File: src/rtl/gol_host_sequencer_if.sv
// Bus bundle between the host sequencer and its environment: load stream, memory
// port s2, Game of Life engine control and result stream.
interface gol_host_sequencer_if #(
  parameter int unsigned ADDR_W = 12
);
  logic              cmd_run;
  logic [7:0]        load_data;
  logic              load_valid;
  logic              load_ready;
  logic              mem_owner;
  logic [ADDR_W-1:0] mem_address;
  logic              mem_write;
  logic [7:0]        mem_writedata;
  logic [7:0]        mem_readdata;
  logic [ADDR_W-1:0] gol_start_address;
  logic              gol_initialize;
  logic              gol_start;
  logic              gol_completed;
  logic [7:0]        out_data;
  logic              out_valid;
  logic              out_ready;
  logic              out_last;
  logic              busy;
  logic              done;
  logic              error;

  modport master (
    input  cmd_run, load_data, load_valid, mem_readdata, gol_completed, out_ready,
    output load_ready, mem_owner, mem_address, mem_write, mem_writedata, gol_start_address,
           gol_initialize, gol_start, out_data, out_valid, out_last, busy, done, error
  );

  modport slave (
    output cmd_run, load_data, load_valid, mem_readdata, gol_completed, out_ready,
    input  load_ready, mem_owner, mem_address, mem_write, mem_writedata, gol_start_address,
           gol_initialize, gol_start, out_data, out_valid, out_last, busy, done, error
  );
endinterface

File: src/rtl/gol_host_sequencer.sv
// FPGA-side initiator for the Game of Life engine: loads a board into memory, runs the
// initialize/start/completed handshake, then streams the result board back out.
module gol_host_sequencer #(
  parameter int unsigned       ADDR_W      = 12,
  parameter int unsigned       BOARD_BYTES = 256,
  parameter logic [ADDR_W-1:0] START_ADDR  = 12'h000,
  parameter logic [ADDR_W-1:0] RESULT_ADDR = 12'h100,
  parameter int unsigned       TIMEOUT_CYC = 50_000_000
) (
  input  logic                 fpga_clk_50,
  input  logic                 hps_fpga_reset_n,
  gol_host_sequencer_if.master bus
);

  localparam int unsigned CntW = $clog2(BOARD_BYTES + 1);
  localparam int unsigned TmoW = (TIMEOUT_CYC > 1) ? $clog2(TIMEOUT_CYC + 1) : 1;
  localparam logic [CntW-1:0] LastCnt = CntW'(BOARD_BYTES - 1);
  localparam logic [TmoW-1:0] TmoLast = TmoW'(TIMEOUT_CYC - 1);

  localparam logic [3:0] StIdle    = 4'd0;
  localparam logic [3:0] StLoad    = 4'd1;
  localparam logic [3:0] StInit    = 4'd2;
  localparam logic [3:0] StStart   = 4'd3;
  localparam logic [3:0] StWaitHi  = 4'd4;
  localparam logic [3:0] StRelease = 4'd5;
  localparam logic [3:0] StRdAddr  = 4'd6;
  localparam logic [3:0] StRdData  = 4'd7;
  localparam logic [3:0] StOut     = 4'd8;
  localparam logic [3:0] StFinish  = 4'd9;
  localparam logic [3:0] StError   = 4'd10;

  logic [3:0]      state_q, state_d;
  logic [CntW-1:0] cnt_q, cnt_d;
  logic [TmoW-1:0] tmo_q, tmo_d;
  logic            error_q, error_d;
  logic [7:0]      out_data_q, out_data_d;
  logic            out_valid_q, out_valid_d;
  logic            out_last_q, out_last_d;
  logic            engine_owns;

  // Next-state and counter update logic.
  always_comb begin
    state_d     = state_q;
    cnt_d       = cnt_q;
    tmo_d       = tmo_q;
    error_d     = error_q;
    out_data_d  = out_data_q;
    out_valid_d = out_valid_q;
    out_last_d  = out_last_q;
    case (state_q)
      StIdle: begin
        if (bus.cmd_run) begin
          state_d = StLoad;
          cnt_d   = '0;
          error_d = 1'b0;
        end
      end
      StLoad: begin
        if (bus.load_valid) begin
          if (cnt_q == LastCnt) begin
            state_d = StInit;
            cnt_d   = '0;
          end else begin
            cnt_d = cnt_q + 1'b1;
          end
        end
      end
      StInit: state_d = StStart;
      StStart: begin
        tmo_d   = '0;
        state_d = StWaitHi;
      end
      StWaitHi: begin
        if (bus.gol_completed) begin
          state_d = StRelease;
          tmo_d   = '0;
        end else if (tmo_q == TmoLast) begin
          state_d = StError;
          error_d = 1'b1;
        end else begin
          tmo_d = tmo_q + 1'b1;
        end
      end
      StRelease: begin
        // Second half of the 4-phase handshake: engine must drop completed.
        if (!bus.gol_completed) begin
          state_d = StRdAddr;
          cnt_d   = '0;
        end else if (tmo_q == TmoLast) begin
          state_d = StError;
          error_d = 1'b1;
        end else begin
          tmo_d = tmo_q + 1'b1;
        end
      end
      StRdAddr: state_d = StRdData;
      StRdData: begin
        // Address was presented last cycle, so read data is valid now.
        out_data_d  = bus.mem_readdata;
        out_valid_d = 1'b1;
        out_last_d  = (cnt_q == LastCnt);
        state_d     = StOut;
      end
      StOut: begin
        if (bus.out_ready) begin
          out_valid_d = 1'b0;
          out_last_d  = 1'b0;
          if (out_last_q) begin
            state_d = StFinish;
          end else begin
            cnt_d   = cnt_q + 1'b1;
            state_d = StRdAddr;
          end
        end
      end
      StFinish: state_d = StIdle;
      StError:  state_d = StIdle;
      default:  state_d = StIdle;
    endcase
  end

  // State registers with asynchronous reset.
  always_ff @(posedge fpga_clk_50 or negedge hps_fpga_reset_n) begin
    if (!hps_fpga_reset_n) begin
      state_q     <= StIdle;
      cnt_q       <= '0;
      tmo_q       <= '0;
      error_q     <= 1'b0;
      out_data_q  <= '0;
      out_valid_q <= 1'b0;
      out_last_q  <= 1'b0;
    end else begin
      state_q     <= state_d;
      cnt_q       <= cnt_d;
      tmo_q       <= tmo_d;
      error_q     <= error_d;
      out_data_q  <= out_data_d;
      out_valid_q <= out_valid_d;
      out_last_q  <= out_last_d;
    end
  end

  // Memory port drive; address is forced to zero whenever the engine owns the port.
  always_comb begin
    engine_owns       = 1'b0;
    bus.mem_address   = '0;
    case (state_q)
      StInit, StStart, StWaitHi, StRelease: engine_owns = 1'b1;
      StLoad:                     bus.mem_address = START_ADDR + ADDR_W'(cnt_q);
      StRdAddr, StRdData, StOut:  bus.mem_address = RESULT_ADDR + ADDR_W'(cnt_q);
      default: ;
    endcase
  end

  assign bus.mem_owner         = !engine_owns;
  assign bus.load_ready        = (state_q == StLoad);
  assign bus.mem_write         = (state_q == StLoad) && bus.load_valid;
  assign bus.mem_writedata     = (state_q == StLoad) ? bus.load_data : 8'h00;
  assign bus.gol_start_address = START_ADDR;
  assign bus.gol_initialize    = (state_q == StInit);
  assign bus.gol_start         = (state_q == StStart) || (state_q == StWaitHi);
  assign bus.out_data          = out_data_q;
  assign bus.out_valid         = out_valid_q;
  assign bus.out_last          = out_last_q;
  assign bus.busy              = (state_q != StIdle);
  assign bus.done              = (state_q == StFinish);
  assign bus.error             = error_q;

endmodule

File: src/flat_wrapper.sv
// flat-port wrapper written by rule: the top's interface ports become plain ports
module gol_host_sequencer_flat 
#(
  parameter int unsigned       ADDR_W      = 12,
  parameter int unsigned       BOARD_BYTES = 256,
  parameter logic [ADDR_W-1:0] START_ADDR  = 12'h000,
  parameter logic [ADDR_W-1:0] RESULT_ADDR = 12'h100,
  parameter int unsigned       TIMEOUT_CYC = 50_000_000
)
  (fpga_clk_50, hps_fpga_reset_n, bus_cmd_run, bus_load_data, bus_load_valid, bus_mem_readdata, bus_gol_completed, bus_out_ready, bus_load_ready, bus_mem_owner, bus_mem_address, bus_mem_write, bus_mem_writedata, bus_gol_start_address, bus_gol_initialize, bus_gol_start, bus_out_data, bus_out_valid, bus_out_last, bus_busy, bus_done, bus_error);
  gol_host_sequencer_if #(.ADDR_W(ADDR_W)) bus_i ();
  input  logic fpga_clk_50;
  input  logic hps_fpga_reset_n;
  input wire logic [$bits(bus_i.cmd_run)-1:0] bus_cmd_run;
  input wire logic [$bits(bus_i.load_data)-1:0] bus_load_data;
  input wire logic [$bits(bus_i.load_valid)-1:0] bus_load_valid;
  input wire logic [$bits(bus_i.mem_readdata)-1:0] bus_mem_readdata;
  input wire logic [$bits(bus_i.gol_completed)-1:0] bus_gol_completed;
  input wire logic [$bits(bus_i.out_ready)-1:0] bus_out_ready;
  output wire logic [$bits(bus_i.load_ready)-1:0] bus_load_ready;
  output wire logic [$bits(bus_i.mem_owner)-1:0] bus_mem_owner;
  output wire logic [$bits(bus_i.mem_address)-1:0] bus_mem_address;
  output wire logic [$bits(bus_i.mem_write)-1:0] bus_mem_write;
  output wire logic [$bits(bus_i.mem_writedata)-1:0] bus_mem_writedata;
  output wire logic [$bits(bus_i.gol_start_address)-1:0] bus_gol_start_address;
  output wire logic [$bits(bus_i.gol_initialize)-1:0] bus_gol_initialize;
  output wire logic [$bits(bus_i.gol_start)-1:0] bus_gol_start;
  output wire logic [$bits(bus_i.out_data)-1:0] bus_out_data;
  output wire logic [$bits(bus_i.out_valid)-1:0] bus_out_valid;
  output wire logic [$bits(bus_i.out_last)-1:0] bus_out_last;
  output wire logic [$bits(bus_i.busy)-1:0] bus_busy;
  output wire logic [$bits(bus_i.done)-1:0] bus_done;
  output wire logic [$bits(bus_i.error)-1:0] bus_error;
  assign bus_i.cmd_run = bus_cmd_run;
  assign bus_i.load_data = bus_load_data;
  assign bus_i.load_valid = bus_load_valid;
  assign bus_i.mem_readdata = bus_mem_readdata;
  assign bus_i.gol_completed = bus_gol_completed;
  assign bus_i.out_ready = bus_out_ready;
  assign bus_load_ready = bus_i.load_ready;
  assign bus_mem_owner = bus_i.mem_owner;
  assign bus_mem_address = bus_i.mem_address;
  assign bus_mem_write = bus_i.mem_write;
  assign bus_mem_writedata = bus_i.mem_writedata;
  assign bus_gol_start_address = bus_i.gol_start_address;
  assign bus_gol_initialize = bus_i.gol_initialize;
  assign bus_gol_start = bus_i.gol_start;
  assign bus_out_data = bus_i.out_data;
  assign bus_out_valid = bus_i.out_valid;
  assign bus_out_last = bus_i.out_last;
  assign bus_busy = bus_i.busy;
  assign bus_done = bus_i.done;
  assign bus_error = bus_i.error;
  gol_host_sequencer #(.ADDR_W(ADDR_W), .BOARD_BYTES(BOARD_BYTES), .START_ADDR(START_ADDR), .RESULT_ADDR(RESULT_ADDR), .TIMEOUT_CYC(TIMEOUT_CYC)) u_core (.fpga_clk_50(fpga_clk_50), .hps_fpga_reset_n(hps_fpga_reset_n), .bus(bus_i));
endmodule
File: config.mk
export PLATFORM = sky130hd
export DESIGN_NAME = gol_host_sequencer_flat
export DESIGN_NICKNAME = d
export VERILOG_FILES = /design/src/rtl/gol_host_sequencer_if.sv /design/src/rtl/gol_host_sequencer.sv /design/src/flat_wrapper.sv
export SDC_FILE = /design/constraint.sdc
export NUM_CORES = 1
export LEC_CHECK = 0
export BUFFER_PORTS_ARGS = -buffer_cell sky130_fd_sc_hd__buf_2
export CORE_MARGIN = 8
export CORE_UTILIZATION = 35
export CTS_BUF_LIST = sky130_fd_sc_hd__clkbuf_8
export DETAILED_ROUTE_END_ITERATION = 8
export PLACE_DENSITY = 0.66
export SETUP_SLACK_MARGIN = 0.4
export SLEW_MARGIN = 25
export SYNTH_ARGS = -nofsm -noshare
export SYNTH_HDL_FRONTEND = slang
export SYNTH_SLANG_ARGS = --single-unit
File: constraint.sdc
create_clock -name fpga_clk_50 -period 4.2 [get_ports fpga_clk_50]
set_input_delay 0.42 -clock fpga_clk_50 [delete_from_list [all_inputs] [get_ports fpga_clk_50]]
set_output_delay 0.42 -clock fpga_clk_50 [all_outputs]
set_load 0.02 [all_outputs]
Word level (Yosys, flattened, before mapping)
Cells that the tools add are included.
- register bits after elaboration: 50
- input bits: 22
- output and inout bits: 50
- word-level logic and storage cells: 76
- add/subtract/negate cells: 3
- eq/ne operators: 19
- mux-type cells: 31
- reduce and logical (&&, ||, !) cells: 16
- operators by type and width (kind ; number):
    26-bit two-way mux ; 3
    26-bit case mux with 3 select lines ; 1
    9-bit two-way mux ; 6
    4-bit case mux with 9 select lines ; 1
    9-bit case mux with 4 select lines ; 1
    4-bit two-way mux ; 8
    26-bit by 1-bit adder with 26-bit output (second input constant) ; 1
    26-bit == test (second input constant) ; 1
    12-bit case mux with 2 select lines ; 1
    4-bit by 3-bit == test with 1-bit output (second input constant) ; 4
    2-bit != test (second input constant) ; 7
    9-bit by 9-bit adder with 10-bit output (first input constant) ; 1
    9-bit by 1-bit adder with 9-bit output (second input constant) ; 1
    9-bit by 8-bit == test with 1-bit output (second input constant) ; 1
    4-bit by 2-bit == test with 1-bit output (second input constant) ; 2
    4-bit == test (second input constant) ; 2
    8-bit two-way mux ; 1
    4-bit AND reduction ; 2
    4-bit nonzero test ; 2
    1-bit two-way mux ; 6
    6-bit AND reduction ; 1
    3-bit nonzero test ; 2
    4-bit by 1-bit == test with 1-bit output (second input constant) ; 1
    4-bit zero test ; 1
    10 further kinds ; 12

Depth between registers and ports, before layout
Gate-level depths: netlist of run 1.
- word-level depth: 4
- gate-level depth with buffers: 11
- mapped depth without buffers: 11

Worst setup path after synthesis of run 1
OpenSTA, ideal clock, no wires.
- path type: flip-flop to output port
- start: register u_core.state_q[3]
- end: output port bus_mem_address[8]
- arrival: 1.807 ns
- required time: 3.780 ns
- path slack: 1.973 ns
- stages on the path, launching flop included: 6
- buffers on the path: 2
- cells stage by stage: dfrtp_1 clkbuf_1 clkbuf_1 nor3b_1 a21oi_1 o31ai_1
- word-level cells in the longest chain between the ends: 3
- elaborated cells on any way between the ends: 6
- those cells by class: eq/ne: 4; mux: 1; reduce/logical: 1
- ends and longest elaborated chain (what ; RTL line ; source):
    from (decl) ; gol_host_sequencer.sv:32 ; logic [3:0] state_q, state_d;
    from (signal assigned) ; gol_host_sequencer.sv:125 ; state_q <= StIdle;
    from (signal assigned) ; gol_host_sequencer.sv:133 ; state_q <= state_d;
    4-bit by 3-bit == test with 1-bit output or 4-bit == test (tied branches) ; gol_host_sequencer.sv:147 ; case (state_q)
    3-bit OR reduction ; gol_host_sequencer.sv:147 ;
    12-bit case mux with 2 select lines (*) ; gol_host_sequencer.sv:147 ;
    to (decl) ; flat_wrapper.sv:22 ; output wire logic [$bits(bus_i.mem_address)-1:0] bus_mem_address;
Every way passes the cells marked *; elsewhere a longest branch is shown, timed or not.

Worst setup path in the final report of run 1
- start: register u_core.state_q[3]
- end: register u_core.cnt_q[7]
- word-level cells in the longest chain between the ends: 3
- elaborated cells on any way between the ends: 12
- those cells by class: eq/ne: 8; mux: 1; reduce/logical: 3
- ends and longest elaborated chain (what ; RTL line ; source):
    4-bit == test (tied with other cells) ; gol_host_sequencer.sv:50 ; case (state_q)
    2-bit != test (no source line) or 4-bit nonzero test (tied branches) ; n/a ;
    6-bit AND reduction (no source line) ; n/a ;
    to (signal assigned) ; gol_host_sequencer.sv:134 ; cnt_q <= cnt_d;
    to (decl) ; gol_host_sequencer.sv:33 ; logic [CntW-1:0] cnt_q, cnt_d;
Parallel ways exist; a longest one is shown, timed or not.
A chain may end at the register's enable or synchronous reset.

==> results of run 1 <==
-- per-stage QoR --
| step | power, mW | std cells |
|---|---|---|
| global route | 2.176 | 516 |
| CTS | 2.036 | 516 |
| finish | 2.015 | 516 |
| global placement | 1.673 | 508 |
| detailed placement | 1.690 | 508 |
| floorplan | 1.441 | 375 |
-- worst max-delay path: cells and delay by family (launching register included) --
kind | cells | cell delay [ns]
AOI/OAI and AO/OA | 2 | 0.46
DFF | 1 | 0.84
and+or+nand+nor | 3 | 1.47
-- cells in the mapped netlist, drive strengths merged, types with 2 or more instances --
| cell type | n |
|---|---|
| a21boi | 2 |
| a21o | 2 |
| a21oi | 11 |
| a31oi | 2 |
| a41oi | 2 |
| and2 | 2 |
| and3 | 19 |
| and4 | 2 |
| buf | 24 |
| clkbuf | 11 |
| dfrtp | 50 |
| ha | 4 |
| inv | 10 |
| mux2 | 8 |
| nand2 | 23 |
| nand2b | 10 |
| nand3 | 25 |
| nand3b | 3 |
| nand4 | 12 |
| nor2 | 41 |
| nor2b | 15 |
| nor3 | 8 |
| nor3b | 2 |
| nor4 | 2 |
| nor4b | 2 |
| o21a | 3 |
| o21ai | 20 |
| o22a | 2 |
| o22ai | 3 |
| o31ai | 4 |
| or3 | 2 |
| or4b | 2 |
| xnor2 | 2 |
| xor2 | 20 |
-- worst min-delay path by stage --
stage / end / slack, ns / depth (start not counted)
2_1_floorplan: u_core.bus.error / 0.12 / 0
3_3_place_gp: u_core.tmo_q[25] / 0.46 / 1
3_5_place_dp: u_core.tmo_q[25] / 0.47 / 1
4_1_cts: u_core.tmo_q[7] / 0.24 / 2
5_1_grt: u_core.tmo_q[7] / 0.27 / 2
6_report: u_core.tmo_q[7] / 0.22 / 2
-- placed cells by master, fill, tap and decap left out, drive strengths merged, types with 4 or more instances in the layout --
cell / synthesis / layout
ha: 4 / 4
and3: 19 / 19
nor2b: 15 / 15
nor2: 41 / 41
o21ai: 20 / 20
o31ai: 4 / 4
clkbuf: 11 / 5
nor3: 8 / 8
nand2: 23 / 23
nand4: 12 / 12
inv: 10 / 12
xor2: 20 / 20
dfrtp: 50 / 50
mux2: 8 / 8
nand2b: 10 / 10
buf: 24 / 60
nand3: 25 / 25
conb: 1 / 14
a21oi: 11 / 11
-- routing by layer --
metal  wire [microns]  global-route usage  up-vias
met4               89             0.03514        0
met5                0                   0        -
li1                 -                   -     1322
met3              515             0.03084        7
met2             3489              0.1908       87
met1             3387              0.1573     1296
-- power by group through the flow --
| stage | Clock [mW] | Sequential [mW] | Combinational [mW] |
|---|---|---|---|
| after CTS | 0.349 | 0.718 | 0.968 |
| after detailed placement | 0 | 0.728 | 0.962 |
| after floorplan | 0 | 0.701 | 0.740 |
| final | 0.331 | 0.722 | 0.962 |
| after global placement | 0 | 0.719 | 0.954 |
| after global routing | 0.363 | 0.743 | 1.07 |
-- kinds of logic (layout without fill, tap and decap cells) --
group,Yosys count,after routing
compound gates,58,58
other cells,1,14
fa+ha+maj,4,4
xor+xnor,22,22
buf+inv,45,78
mux,9,9
flops,50,50
simple gates,173,173
-- sequential cells by signal, indices dropped and copies added (netlist names) --
register              count
u_core.bus.error          1
u_core.bus.out_valid      1
u_core.bus.out_last       1
u_core.state_q            4
u_core.bus.out_data       8
u_core.cnt_q              9
u_core.tmo_q             26
-- final cells by class --
type	instances	area (sq um)
tap	108	135.1
timing repair buffer	60	307.8
clock buffer	5	68.82
inverter	10	37.54
fill	895	5151
clock inverter	3	37.54
multi-input combinational	280	1689
sequential	50	1251
==> impl_metrics.tcl, run 1 <==
set metrics [dict create \
    antenna_found_initial 0 \
    synth-compound-area-share 0.1197 \
    cts.sinks 50 \
    drive_gt1_frac 0.1936 \
    critical_path_class "reg -> reg" \
    diodes 0 \
    synth.distinct_cells 54 \
    dominantRegCellSynth "dfrtp_1" \
    top_level_ports 72 \
    ctsRootBufferMaster "clkbuf_8" \
    die_w_microns 110.5 \
    endpoint "u_core.cnt_q[7]" \
    ctsResizeCount 0 \
    required_ns 4.42 \
    power_frac_seq 0.358 \
    hold_buffers 0 \
    yosysTopAreaCell "dfrtp_1" \
    rsz0062_at_grt "no" \
    cts_setup_buffers 0 \
    sw_frac_of_total 0.4560 \
    cp-start-kind "flip-flop" \
    drc 0 \
    synth_xor_xnor_area_share 0.06165 \
    yosysWarnings 0 \
    switchingPower_mw 0.9188 \
    grt_pass1_wl_mm 12.79 \
    place_area_sq_um 3417 \
    htree_levels 2 \
    die_h_microns 110.5 \
    clock_path_buffers 2 \
    slowest_stage "dfrtp_1" \
    cp-startpoint "u_core.state_q[3]" \
    clk_pin_slew_worst_paths_ns 0.09 \
    setup_viol 0 \
    crit_chain "or4b_1 -> o22ai_2 -> nand3_1 -> or2_0 -> o31ai_2" \
    leakagePower_nw 1.683 \
    timing.hold.ws_ns 0.2168 \
    grt_max_degree 51 \
    final_core_util 0.4064 \
    combPwrFrac 0.477 \
    maxSlewHeadroom 0.5003 \
    firstDrtPassIters 4 \
    synth_area_sq_um 3125 \
    hold_violations 0 \
    globalplace.congestion 0.8143 \
    worstMarginPinSlew_ns 0.7428 \
    cap_violations 0 \
    synth_adder_area_share 0.01601 \
    seq_area_frac_synth 0.4003 \
    wl_per_cell_microns 14.50 \
    syn2layout_area_growth_pct 12.85 \
    ir_worst_vdd_v 0.0002263 \
    viasPerCell 5.256 \
    avgSynthCellArea_sq_um 8.634 \
    cts_made_buffers 5 \
    reg2reg_depth 5 \
    die_area_sq_um 12210 \
    synth_seq_cells 50 \
    ys_top_cells_by_area "dfrtp_1 (40%), xor2_1 (5.6%), nor2_1 (4.8%), nand3_1 (4.0%), and3_1 (3.8%)" \
    finalWorstPathRequiredPeriod_ns 2.857 \
    endpoint_kind "flip-flop" \
    hp-class "in -> async" \
    r2r_end "u_core.cnt_q[7]" \
    muxShareOfSynthArea 0.03203 \
    track_usage 0.1204 \
    io_buffers 57 \
    r2r_setup_slack_ns 1.34 \
    start_util 0.3601 \
    synth_top_family_by_area "simple AND/OR/NAND/NOR gates" \
    row_count 34 \
    pre_cts_ws_ns 1.388 \
    skew_ns 0.008959 \
    yosys.area_share.simple 0.2930 \
    worstPathMaxFanout 25 \
    routed_wl_mm 7.482 \
    setup_tns_ns 0 \
    maxSlewViolCount 0 \
    setup_slack_ns 1.343 \
    cpPeakStageDelay_ns 0.84 \
    route.vias.total 2712 \
    clkPwrFrac 0.165 \
    synthArstFlopShare 1.000 \
    p_int_mw 1.096 \
    drt_iter0_drc 103 \
    clock_latency_ns 0.30 \
    r2r-start "u_core.state_q[3]" \
    max_freq_mhz 350.0 \
    core_sq_um 8678 \
    postRouteAntennaNets 0 \
    fin_nets 433 \
    crit_arrival_ns 3.07 \
    period_share 0.6802 \
    dp_hpwl_mm 5.513 \
    status "completed" \
    grt_pass1_vias 2662 \
    synthCells 362 \
    synth-edff-count 0 \
    design_area_sq_um 3527 \
    grt-ovfl-total 0 \
    synth_top_area_frac 0.4003 \
    cts_tree "done" \
    power.density_nw_per_um2 571.3 \
]
Power figures use the tool's default switching activity.
==> inputs of run 2 (changes only) <==
PLACE_DENSITY = 0.68   (was 0.66)
clock period = 2.45 ns   (was 4.2 ns; I/O delays follow)
==> run 2 against run 1 <==
- cell count grew 7.2%
- clock power is 88% higher
- combinational power up 130%
- first-iteration DRC count grew 98%
- cell area rose by 14%
- global-route usage grew 0.33 points
- total power up 95%
- non-clock buffer count up 37
- critical path type is now reg -> out
==> impl_metrics.tcl, run 2 (synthesis results as in run 1) <==
set metrics [dict create \
    p_int_mw 2.215 \
    htree_levels 2 \
    crit_buf_inv 2 \
    grt_pass1_wl_mm 13.16 \
    cap_violations 0 \
    globalplace.congestion 0.8666 \
    diodes 0 \
    ir_worst_vdd_v 0.0003497 \
    power_frac_seq 0.283 \
    endpoint_kind "output port" \
    drive_gt1_frac 0.3281 \
    cts_made_buffers 5 \
    sw_frac_of_total 0.4365 \
    postRouteAntennaNets 0 \
    fin_nets 470 \
    track_usage 0.1237 \
    grt_pass1_vias 2674 \
    top_register "u_core.tmo_q" \
    max_freq_mhz 502.5 \
    crit_chain "or4b_4 -> buf_4 -> a21oi_4 -> buf_6" \
    die_h_microns 110.5 \
    viasPerCell 5.141 \
    slowest_stage "or4b_4" \
    dp_hpwl_mm 5.848 \
    rsz0062_at_grt "yes" \
    die_w_microns 110.5 \
    top_level_ports 72 \
    core_sq_um 8678 \
    met1_usage 0.1606 \
    required_ns 2.20 \
    setup_tns_ns 0 \
    setup_viol 0 \
    start_util 0.3601 \
    route.vias.total 2843 \
    total_power_mw 3.930 \
    ctsRootBufferMaster "clkbuf_8" \
    leakagePower_nw 1.892 \
    final_common_cell "buf_2" \
    grt-ovfl-total 0 \
    clk_pin_slew_worst_paths_ns 0.10 \
    finalWorstPathRequiredPeriod_ns 1.990 \
    cpPeakStageDelay_ns 0.53 \
    grt-busiest-layer "met2" \
    grt_max_degree 22 \
    path_delay_family "simple AND/OR/NAND/NOR gates" \
    row_count 34 \
    cts.sinks 50 \
    drt_iter0_drc 204 \
    clkPwrFrac 0.158 \
    syn2layout_area_growth_pct 28.38 \
    hold_violations 0 \
    period_share 0.8123 \
    antenna_found_initial 0 \
    crit_arrival_ns 1.75 \
    fill_cells 830 \
    routed_wl_mm 8.251 \
    drc 0 \
    cts_tree "done" \
    critical_path_class "reg -> out" \
    status "completed" \
    combPwrFrac 0.558 \
    wl_per_cell_microns 14.92 \
    switchingPower_mw 1.715 \
    clock_path_buffers 2 \
    clock_latency_ns 0.30 \
    io_buffers 57 \
    grt.met3_usage 0.03355 \
    hp-class "in -> reg" \
    use_met2 0.1995 \
    skew_ns 0.01541 \
    worstPathMaxFanout 5 \
    largest_reg_flops 26 \
    firstDrtPassIters 4 \
    power.density_nw_per_um2 979.4 \
    cp-start-kind "flip-flop" \
    maxSlewViolCount 0 \
    die_area_sq_um 12210 \
    layout_common_cells "buf_2 (54), dfrtp_1 (47), nor2_1 (40)" \
]
## run 2: cell types whose count changed in the layout (fill, tap and decap cells not counted), sizes merged
cell,delta
clkbuf,+1
dlygate4sd3,+1
inv,-1
buf,+36
## run 2: what timing repair did
item                                    4_1_cts  5_1_grt
cloned                                        0        2
resized for setup                            13       38
pin swaps                                     1       14
hold buffers                                  1        0
hold endpoints to repair                     17        0
endpoints found under the setup margin       22       44
buffers inserted                              4       10
## run 2: final cells by class
type                            count  area, sq um  area share
Tap cell                          108        135.1     0.03368
Clock inverter                      2        38.79    0.009666
Timing Repair Buffer               97        629.4      0.1568
Clock buffer                        6        82.58     0.02058
Inverter                           10        37.54    0.009355
Sequential cell                    50         1255      0.3128
Multi-Input combinational cell    280         1834      0.4571
## run 2: metal layers
| metal | vias to the layer above | wire length [microns] |
|---|---|---|
| met3 | 6 | 496 |
| met5 | - | 0 |
| met4 | 0 | 53 |
| met1 | 1349 | 3690 |
| li1 | 1397 | - |
| met2 | 91 | 4010 |
## run 2: stage by stage
stage,area (sq um),setup WS [ns],utilization,hold slack [ns],instances
floorplan,3186,0.4027,-,-0.05059,375
global placement,3578,0.3070,0.4123,0.2216,528
detailed placement,3578,0.2221,0.4123,0.2177,528
CTS,3779,0.3903,0.4354,0.1580,541
global route,4013,0.3432,0.4624,0.1578,553
finish,4013,0.4599,0.4624,0.1738,553
## run 2: final timing paths
path / slack (ns) / to / cells past startpoint / from
max: 0.46 / bus_mem_address[9] / 4 / u_core.state_q[1]
min reg2reg: 0.48 / u_core.tmo_q[25] / 1 / u_core.tmo_q[25]
max reg2reg: 0.46 / u_core.cnt_q[7] / 12 / u_core.cnt_q[0]
min in group asynchronous: 0.40 / u_core.tmo_q[16] / 2 / hps_fpga_reset_n
max in group asynchronous: 1.42 / u_core.tmo_q[8] / 3 / hps_fpga_reset_n
min: 0.17 / u_core.bus.out_data[1] / 2 / bus_mem_readdata[1]
## run 2: power by group through the flow
stage	combinational [mW]	sequential, mW	clock (mW)
global route	2.40	1.14	0.678
finish	2.19	1.11	0.623
detailed placement	1.96	1.13	0
CTS	2.06	1.10	0.652
floorplan	1.28	1.20	0
global placement	1.95	1.12	0
==> inputs of run 3 (changes only) <==
ABC_AREA = 1   (was unset)
PLACE_DENSITY = 0.67   (was 0.68)
clock period = 1.8 ns   (was 2.45 ns; I/O delays follow)
==> run 3 against run 2 <==
- the run now ends with negative setup slack left
- register-to-register slack worse by 0.70 ns
- utilization up 17 points
- cell area grew 63%
- global-route usage rose by 4.9 points
- die area grew 17%
- largest cell class unchanged
==> impl_metrics.tcl, run 3 <==
set metrics [dict create \
    viasPerCell 5.505 \
    muxShareOfSynthArea 0.02407 \
    largest_reg_flops 26 \
    cpPeakStageDelay_ns 0.40 \
    synth_xor_xnor_area_share 0.009361 \
    cp-start-kind "flip-flop" \
    required_ns 2.07 \
    hp-class "in -> reg" \
    route.vias.total 4817 \
    routed_wl_mm 16.57 \
    violations "negative setup slack" \
    final_common_cell "nand2_1" \
    period_share 1.136 \
    status "finished with violations" \
    postRouteAntennaNets 0 \
    yosysWarnings 0 \
    wl_per_cell_microns 18.94 \
    finalWorstPathRequiredPeriod_ns 2.044 \
    synth_area_sq_um 3742 \
    synth_adder_area_share 0.01337 \
    worstPathMaxFanout 4 \
    synthCells 559 \
    cts.sinks 50 \
    cts_made_buffers 5 \
    maxSlewViolCount 0 \
    ir_worst_vdd_v 0.001009 \
    die_area_sq_um 14260 \
    pre_cts_ws_ns -0.05768 \
    use_met2 0.3098 \
    synth_top_area_frac 0.3343 \
    globalplace.congestion 0.9486 \
    crit_arrival_ns 2.31 \
    avgSynthCellArea_sq_um 6.695 \
    ys_top_cells_by_area "dfrtp_1 (33%), nand2_1 (15%), nor2_1 (9.8%), inv_1 (6.7%), nand3_1 (5.1%)" \
    setup_slack_ns -0.2444 \
    synth-edff-count 0 \
    start_util 0.3609 \
    seq_area_frac_synth 0.3343 \
    synth_top_family_by_area "simple AND/OR/NAND/NOR gates" \
    diodes 0 \
    firstDrtPassIters 6 \
    power.density_nw_per_um2 1408 \
    synth-compound-area-share 0.07957 \
    row_count 37 \
    cts_tree "done" \
    crit_chain "ha_2 -> nand2_2 -> inv_2 -> nand4_1 -> nor2_4 -> ha_4 -> inv_6 -> o21ai_4 -> nand3_4 -> inv_1 -> nand2_1 -> nand2_1" \
    yosys.area_share.simple 0.4059 \
    grt.met3_usage 0.03637 \
    io_buffers 57 \
    clock_path_buffers 2 \
    slowest_stage "dfrtp_1" \
    met1_usage 0.2001 \
    critical_path_class "reg -> reg" \
    clock_latency_ns 0.33 \
    antenna_found_initial 0 \
    rsz0062_at_grt "yes" \
    layout_common_cells "nand2_1 (104), buf_4 (68), buf_6 (66)" \
    cpMostUsedCell "nand2_1" \
    synth.distinct_cells 41 \
    die_w_microns 119.4 \
    grt_max_degree 30 \
    syn2layout_area_growth_pct 74.72 \
    hold_violations 0 \
    setup_viol 46 \
    core_sq_um 10370 \
    dominantRegCellSynth "dfrtp_1" \
    die_h_microns 119.4 \
    multi_input_area_sq_um 2929 \
    path_delay_family "simple AND/OR/NAND/NOR gates" \
    clk_pin_slew_worst_paths_ns 0.10 \
    ff_latch_area_sq_um 1262 \
    drt_iter0_drc 391 \
    dp_hpwl_mm 8.543 \
    synth_seq_cells 50 \
    max_freq_mhz 489.1 \
    final_core_util 0.6306 \
    endpoint_kind "flip-flop" \
    cap_violations 0 \
    grt_pass1_wl_mm 20.66 \
    fill_cells 799 \
    grt-busiest-layer "met2" \
    yosysMostFrequentCell "nand2_1" \
    fin_nets 764 \
    ys_top_cells_by_count "nand2_1 (148), nor2_1 (98), inv_1 (67)" \
    drc 0 \
    top_level_ports 72 \
    drive_gt1_frac 0.5237 \
    leakagePower_nw 3.036 \
    yosysTopAreaCell "dfrtp_1" \
    grt-ovfl-total 0 \
    ctsRootBufferMaster "clkbuf_8" \
    crit_buf_inv 3 \
    skew_ns 0.008541 \
    grt_pass1_vias 4366 \
    htree_levels 2 \
    synthArstFlopShare 1.000 \
    track_usage 0.1731 \
    top_register "u_core.tmo_q" \
]
==> run 3: changes by cell type after synthesis, sizes merged, moves of 14 or more <==
cell,previous run,this run
and3,19,0
inv,10,77
nand2,23,158
xor2,20,2
nor2,41,106
nand3,25,39
nor2b,15,0
o21ai,20,34
==> run 3: metrics by stage <==
stage               cell area [sq um]  hold slack, ns  power (mW)  TNS, ns  std cells
floorplan                        3876         -0.1156       3.795        0        572
global placement                 4412         0.07821       4.591        0        776
detailed placement               4412         0.08174       4.615  -0.1120        776
CTS                              5354         0.07448       6.564        0        832
global route                     6539         0.07972       9.569   -6.334        875
finish                           6539         0.08368       9.204   -3.717        875
==> run 3: power breakdown <==
| part | switching [mW] | internal (mW) | total (mW) |
|---|---|---|---|
| clock network | 0.434 | 0.318 | 0.751 |
| logic | 3.87 | 3.02 | 6.89 |
| registers | 0.234 | 1.33 | 1.56 |
| total | 4.54 | 4.66 | 9.20 |
==> run 3: path summary, 6_finish.rpt <==
kind / from / end / cells past startpoint / slack, ns
worst max-delay path: u_core.cnt_q[1] / u_core.state_q[0] / 12 / -0.24
worst min-delay path: bus_mem_readdata[6] / u_core.bus.out_data[6] / 2 / 0.08
worst max register to register: u_core.cnt_q[1] / u_core.state_q[0] / 12 / -0.24
worst min register to register: u_core.bus.out_data[7] / u_core.bus.out_data[7] / 1 / 0.52
max in group asynchronous: hps_fpga_reset_n / u_core.state_q[3] / 3 / 1.02
min in group asynchronous: hps_fpga_reset_n / u_core.bus.error / 2 / 0.26
==> run 3: area by class of cell <==
cell class              instances  area share
multi-input cells             421      0.4480
repair buffers                179      0.2530
flip-flops and latches         50      0.1931
inverters                      77     0.05587
well taps                     136     0.02602
clock buffers                   6     0.01263
repair inverters                4    0.008993
clock inverters                 2    0.002488
==> run 3: cell families after synthesis <==
group                    count (synthesis)
AND/OR/NAND/NOR                        338
buffers and inverters                  102
AO/OA/AOI/OAI                           52
flip-flops                              50
multiplexers                             8
adder cells (fa/ha/maj)                  4
XOR/XNOR                                 4
other                                    1
==> run 3: routing by layer <==
layer	part of all wire	up-vias
li1	-	2107
met1	0.35	2258
met2	0.50	332
met3	0.082	120
met4	0.070	0
met5	0	-
==> run 3: what timing repair did <==
item | CTS | global route
gates resized for setup | 138 | 219
endpoints found under the hold margin | 9 | 0
cloned | 3 | 4
hold buffers | 1 | 0
endpoints found under the setup margin | 74 | 74
buffers inserted | 44 | 39
pin swaps | 46 | 68
